### src/rtl/pipe_ctrl_pkg.sv
// Shared opcode, ALU-op and per-stage control bundle definitions for the pipelined control unit.
package pipe_ctrl_pkg;

   localparam int OPC_W = 6;
   localparam int RA_W  = 5;
   localparam int AOP_W = 2;

   localparam logic [OPC_W-1:0] OP_RTYPE = 6'b000000;
   localparam logic [OPC_W-1:0] OP_LW    = 6'b100011;
   localparam logic [OPC_W-1:0] OP_SW    = 6'b101011;
   localparam logic [OPC_W-1:0] OP_BEQ   = 6'b000100;
   localparam logic [OPC_W-1:0] OP_ADDI  = 6'b001000;

   localparam logic [AOP_W-1:0] ALUOP_ADD   = 2'b00;
   localparam logic [AOP_W-1:0] ALUOP_SUB   = 2'b01;
   localparam logic [AOP_W-1:0] ALUOP_FUNCT = 2'b10;

   typedef struct packed {
      logic             illegal;
      logic             alu_src;
      logic [AOP_W-1:0] alu_op;
   } ex_ctrl_t;

   typedef struct packed {
      logic branch;
      logic mem_read;
      logic mem_write;
   } mem_ctrl_t;

   typedef struct packed {
      logic            mem_to_reg;
      logic            reg_write;
      logic [RA_W-1:0] wr_reg;
   } wb_ctrl_t;

   localparam ex_ctrl_t  EX_BUBBLE  = '0;
   localparam mem_ctrl_t MEM_BUBBLE = '0;
   localparam wb_ctrl_t  WB_BUBBLE  = '0;

endpackage

### src/rtl/ctrl_decode.sv
// Combinational opcode-to-control-bundle decode; zero latency, no flow control.
// Invalid slots and unknown opcodes produce an all-zero bundle; unknown opcodes also raise the illegal bit.
module ctrl_decode
   import pipe_ctrl_pkg::*;
(
   input  logic             id_valid,
   input  logic [OPC_W-1:0] id_opcode,
   input  logic [RA_W-1:0]  id_rt,
   input  logic [RA_W-1:0]  id_rd,
   output ex_ctrl_t         ex_o,
   output mem_ctrl_t        mem_o,
   output wb_ctrl_t         wb_o,
   output logic             uses_rt_o
);

   logic regdst;

   always_comb begin
      ex_o      = EX_BUBBLE;
      mem_o     = MEM_BUBBLE;
      wb_o      = WB_BUBBLE;
      uses_rt_o = 1'b0;
      regdst    = 1'b0;
      if (id_valid) begin
         case (id_opcode)
            OP_RTYPE: begin
               regdst         = 1'b1;
               wb_o.reg_write = 1'b1;
               ex_o.alu_op    = ALUOP_FUNCT;
               uses_rt_o      = 1'b1;
            end
            OP_LW: begin
               ex_o.alu_src    = 1'b1;
               ex_o.alu_op     = ALUOP_ADD;
               mem_o.mem_read  = 1'b1;
               wb_o.mem_to_reg = 1'b1;
               wb_o.reg_write  = 1'b1;
            end
            OP_SW: begin
               ex_o.alu_src    = 1'b1;
               ex_o.alu_op     = ALUOP_ADD;
               mem_o.mem_write = 1'b1;
               uses_rt_o       = 1'b1;
            end
            OP_BEQ: begin
               ex_o.alu_op  = ALUOP_SUB;
               mem_o.branch = 1'b1;
               uses_rt_o    = 1'b1;
            end
            OP_ADDI: begin
               ex_o.alu_src   = 1'b1;
               ex_o.alu_op    = ALUOP_ADD;
               wb_o.reg_write = 1'b1;
            end
            default: ex_o.illegal = 1'b1;
         endcase
         // Non-writing instructions carry register 0 so later stages never see a stale target.
         if (wb_o.reg_write)
            wb_o.wr_reg = regdst ? id_rd : id_rt;
      end
   end

endmodule

### src/rtl/pipe_ctrl_unit.sv
// Pipelined MIPS main control: decode in ID, carry bundles through ID/EX, EX/MEM, MEM/WB (ex +1, mem +2, wb +3 cycles).
// stall_in freezes all stages, flush_in zeroes ID/EX and EX/MEM; load-use bubbles only when LOAD_USE_DETECT_EN is defined.
module pipe_ctrl_unit
   import pipe_ctrl_pkg::*;
#(
   parameter int OPCODE_W = OPC_W,
   parameter int REG_AW   = RA_W,
   parameter int ALUOP_W  = AOP_W
) (
   input  logic                clk,
   input  logic                rst_n,
   input  logic                id_valid,
   input  logic [OPCODE_W-1:0] id_opcode,
   input  logic [REG_AW-1:0]   id_rs,
   input  logic [REG_AW-1:0]   id_rt,
   input  logic [REG_AW-1:0]   id_rd,
   input  logic                stall_in,
   input  logic                flush_in,
   output logic                hazard_stall,
   output logic                ex_alu_src,
   output logic [ALUOP_W-1:0]  ex_alu_op,
   output logic [REG_AW-1:0]   ex_wr_reg,
   output logic                mem_branch,
   output logic                mem_read,
   output logic                mem_write,
   output logic                wb_mem_to_reg,
   output logic                wb_reg_write,
   output logic [REG_AW-1:0]   wb_wr_reg,
   output logic                illegal_op
);

   ex_ctrl_t  dec_ex;
   mem_ctrl_t dec_mem;
   wb_ctrl_t  dec_wb;
   logic      dec_uses_rt;
   logic      hazard;

   ex_ctrl_t  idex_ex_q,   idex_ex_d;
   mem_ctrl_t idex_mem_q,  idex_mem_d;
   wb_ctrl_t  idex_wb_q,   idex_wb_d;
   mem_ctrl_t exmem_mem_q, exmem_mem_d;
   wb_ctrl_t  exmem_wb_q,  exmem_wb_d;
   wb_ctrl_t  memwb_wb_q,  memwb_wb_d;

   ctrl_decode u_decode (
      .id_valid  (id_valid),
      .id_opcode (id_opcode),
      .id_rt     (id_rt),
      .id_rd     (id_rd),
      .ex_o      (dec_ex),
      .mem_o     (dec_mem),
      .wb_o      (dec_wb),
      .uses_rt_o (dec_uses_rt)
   );

`ifdef LOAD_USE_DETECT_EN
   // The load sitting in ID/EX cannot forward in time for a dependent instruction in ID.
   always_comb begin
      hazard = ~flush_in & id_valid & idex_mem_q.mem_read & (idex_wb_q.wr_reg != '0)
             & ((idex_wb_q.wr_reg == id_rs) | (dec_uses_rt & (idex_wb_q.wr_reg == id_rt)));
   end
`else
   logic unused_hazard_inputs;
   assign unused_hazard_inputs = ^{id_rs, dec_uses_rt};
   assign hazard = 1'b0;
`endif

   always_comb begin
      idex_ex_d   = idex_ex_q;
      idex_mem_d  = idex_mem_q;
      idex_wb_d   = idex_wb_q;
      exmem_mem_d = exmem_mem_q;
      exmem_wb_d  = exmem_wb_q;
      memwb_wb_d  = memwb_wb_q;
      if (flush_in) begin
         idex_ex_d   = EX_BUBBLE;
         idex_mem_d  = MEM_BUBBLE;
         idex_wb_d   = WB_BUBBLE;
         exmem_mem_d = MEM_BUBBLE;
         exmem_wb_d  = WB_BUBBLE;
         if (!stall_in)
            memwb_wb_d = exmem_wb_q;
      end else if (!stall_in) begin
         if (hazard) begin
            idex_ex_d  = EX_BUBBLE;
            idex_mem_d = MEM_BUBBLE;
            idex_wb_d  = WB_BUBBLE;
         end else begin
            idex_ex_d  = dec_ex;
            idex_mem_d = dec_mem;
            idex_wb_d  = dec_wb;
         end
         exmem_mem_d = idex_mem_q;
         exmem_wb_d  = idex_wb_q;
         memwb_wb_d  = exmem_wb_q;
      end
   end

   always_ff @(posedge clk or negedge rst_n) begin
      if (!rst_n) begin
         idex_ex_q   <= EX_BUBBLE;
         idex_mem_q  <= MEM_BUBBLE;
         idex_wb_q   <= WB_BUBBLE;
         exmem_mem_q <= MEM_BUBBLE;
         exmem_wb_q  <= WB_BUBBLE;
         memwb_wb_q  <= WB_BUBBLE;
      end else begin
         idex_ex_q   <= idex_ex_d;
         idex_mem_q  <= idex_mem_d;
         idex_wb_q   <= idex_wb_d;
         exmem_mem_q <= exmem_mem_d;
         exmem_wb_q  <= exmem_wb_d;
         memwb_wb_q  <= memwb_wb_d;
      end
   end

   assign hazard_stall  = hazard;
   assign ex_alu_src    = idex_ex_q.alu_src;
   assign ex_alu_op     = idex_ex_q.alu_op;
   assign ex_wr_reg     = idex_wb_q.wr_reg;
   assign illegal_op    = idex_ex_q.illegal;
   assign mem_branch    = exmem_mem_q.branch;
   assign mem_read      = exmem_mem_q.mem_read;
   assign mem_write     = exmem_mem_q.mem_write;
   assign wb_mem_to_reg = memwb_wb_q.mem_to_reg;
   assign wb_reg_write  = memwb_wb_q.reg_write;
   assign wb_wr_reg     = memwb_wb_q.wr_reg;

endmodule
### config.mk
export PLATFORM = sky130hd
export DESIGN_NAME = pipe_ctrl_unit
export DESIGN_NICKNAME = d
export VERILOG_FILES = /design/src/rtl/pipe_ctrl_pkg.sv /design/src/rtl/ctrl_decode.sv /design/src/rtl/pipe_ctrl_unit.sv
export SDC_FILE = /design/constraint.sdc
export NUM_CORES = 1
export LEC_CHECK = 0
export CORE_UTILIZATION = 44
export CTS_CLUSTER_DIAMETER = 150
export DETAILED_ROUTE_END_ITERATION = 10
export PLACE_DENSITY = 0.78
export SLEW_MARGIN = 20
export SYNTH_ARGS = -nofsm -noshare
export SYNTH_HDL_FRONTEND = slang
export SYNTH_SLANG_ARGS = --single-unit
### constraint.sdc
create_clock -name clk -period 0.8 [get_ports clk]
set_input_delay 0.2 -clock clk [delete_from_list [all_inputs] [get_ports clk]]
set_output_delay 0.2 -clock clk [all_outputs]
set_load 0.05 [all_outputs]
==> results.toml <==
[run_status]
status = "finished with violations"
violations = "DRC, setup timing"

[place]
portBuffers = 39
post-dp-hpwl_mm = 2.28
place_area_um2 = 2120
gp_congestion = 0.774

[timing]
finalCriticalPeriod_ns = 1.15
setup-violations-final = 32
drv_slew = 0
hold_ws_ns = 0.203
rsz0062_at_grt = "true"
setup_ws_ns = -0.349
hold_viol = 0
clock_skew_ns = 0.00937
fmax_mhz = 870
post-route-period-util_pct = 144

[critical_path]
max_stage_delay_ns = 0.44
slowest_stage = "dfrtp_1"
r2r_slack_ns = -0.17
crit_chain = "buf_12"
crit_required_ns = 0.60
path_delay_family = "flip-flops"
startpoint = "ex_wr_reg[1]"
cp_max_fo = 2
setup.worst_path.end_class = "primary output"
worstSetupPathType = "flip-flop to primary output"
worst-path-buf-inv = 1
crit_arrival_ns = 0.95
startpoint_type = "flip-flop"
r2r-start = "ex_wr_reg[2]"

[floorplan]
dieArea_um2 = 3300
fp-row-count = 19
die_h_um = 57.4
start_util_pct = 47.8
die_w_um = 57.4
ioPinCount = 46
coreArea_um2 = 2830

[synth]
synth_top_family_by_area = "multiplexers"
synthXorXnorAreaFrac_pct = 0
synth_area_um2 = 1350
synth_edf_count = 0
synthesis.nets = 142
synth.distinct_cells = 27
yosysWarningCount = 0
synth_top_area_share_pct = 53.7
synth_seq_cells = 29
syn_area_per_cell_um2 = 11.6
synthSimpleGateAreaFrac_pct = 12.8
yosys-top-cells-area = "dfrtp_1 (54%), mux2_2 (10%), mux2i_1 (6.7%), buf_4 (3.3%), nor2_1 (3.3%)"
ys_seq_area_share_pct = 53.7
async_flop_share_pct = 100
synth_top_flop_cell = "dfrtp_1"
synth-adder-area-share_pct = 0
syn_inst = 116
netlist.top_cell.by_area = "dfrtp_1"
synth.mux.area_fraction_pct = 16.7
synth_compound_area_share_pct = 10.0

[global_route]
grt_max_degree = 30
globalRouteOverflowTotal = 0
grt_pass1_wl_mm = 5.38
antenna_found_initial = 0
grt.total_usage_pct = 22.6
grt_pass1_vias = 1147

[job]
max-cap-violations = 0

[clocking]
hold_buffers = 0
cts_root_buf = "clkbuf_4"
clock_latency_ns = 0.33
path_clk_slew_ns = 0.09
cts_tree = "done"
cts_sinks = 29
h-tree-depth = 2
clockBufferDepth = 2
numCtsBuffers = 5

[detailed_routing]
drc_errors = 4
routed_via_density = 5.57
wl_per_cell_um = 16.4
wl_mm = 3.37
drt_iter0_markers = 30
num_vias = 1142
ant_nets = 0
dr.pass1.iters = 7

[power_and_ir_drop]
vdd_drop_max_uv = 1360
powerDensity_nw_per_um2 = 1230
cellLeakagePower_nw = 1.09

[final_layout]
final_area_um2 = 2280
fin_nets = 200
n_antenna_cell = 0
drive_above_1_share_pct = 58.6
area_growth_pct = 68.9
final_core_util_pct = 80.7
largest_register_ffs = 7

[hold_path]
min_path_type = "primary input to flip-flop"
min_from = "flush_in"
==> kinds of logic after synthesis <==
family                 after synthesis
flip-flops                          29
multiplexers                        21
AO/OA/AOI/OAI                       20
AND/OR/NAND/NOR                     32
other                                1
buffers and inverters               13
==> where the power goes <==
group / internal, W / switching (W) / leakage (nW)
sequential: 0.00147 / 0.00000737 / 0.383
clock: 0.000414 / 0.000483 / 0.0314
combinational: 0.000221 / 0.000214 / 0.674
total: 0.00211 / 0.000704 / 1.09
==> layer usage <==
layer / GRT usage, % / share of wire [%]
met2: 35.5 / 51
met1: 27.2 / 38
met4: 16.4 / 4.3
met5: 0 / 0
met3: 4.99 / 5.8
==> path summary, 6_finish.rpt <==
check	end	cells past startpoint
worst max-delay path	ex_wr_reg[1]	1
worst min-delay path	ex_alu_src	2
worst max register to register	exmem_wb_q[2]	4
worst min register to register	idex_mem_q[0]	1
max in group asynchronous	ex_alu_op[0]	2
min in group asynchronous	ex_wr_reg[2]	2
==> timing repair <==
action                     CTS  global route
gates resized for setup     54            21
setup endpoints to repair   48            38
pin swaps                   12             8
setup buffers                6             4
==> per-stage QoR <==
stage               total power [W]  setup TNS [ns]  worst slack, ns  std cells
finish                      0.00281           -6.91           -0.349        205
global route                0.00294           -7.94           -0.378        205
global placement            0.00193          -18.51           -0.716        192
floorplan                   0.00168           -2.25           -0.156        116
CTS                         0.00280           -6.63           -0.328        203
detailed placement          0.00194          -19.29           -0.793        192
==> worst register-to-register path, stage by stage, from the launching register on <==
cell	delay, ns
dfrtp_1	0.44
buf_6	0.14
buf_6	0.11
mux2i_1	0.11
nor2_1	0.06
==> cell usage in the layout, fill, tap and decap left out, drive strengths merged, types with 2 or more instances in the layout <==
cell type / n
nand2: 10
a32o: 3
a21oi: 3
clkbuf: 10
nor2: 12
dlygate4sd2: 8
a22oi: 5
nor2b: 2
dlymetal6s2s: 2
mux2i: 9
buf: 48
dfrtp: 29
mux2: 12
o21ai: 7
==> final cells by class <==
class,instances,area [µm²]
Multi-Input combinational cell,74,654
Sequential cell,29,742
Fill cell,159,547
Timing Repair Buffer,63,788
Tap cell,31,38.8
Clock buffer,7,55.1
Inverter,1,3.75
==> cell usage after synthesis, types with 2 or more instances <==
| master | count |
|---|---|
| a21oi_1 | 3 |
| a22oi_1 | 5 |
| a32o_1 | 3 |
| buf_2 | 2 |
| buf_4 | 6 |
| buf_6 | 2 |
| clkbuf_1 | 2 |
| dfrtp_1 | 29 |
| mux2_2 | 12 |
| mux2i_1 | 9 |
| nand2_1 | 10 |
| nor2_1 | 12 |
| nor2b_1 | 2 |
| o21ai_1 | 6 |
Power figures use the tool's default switching activity.
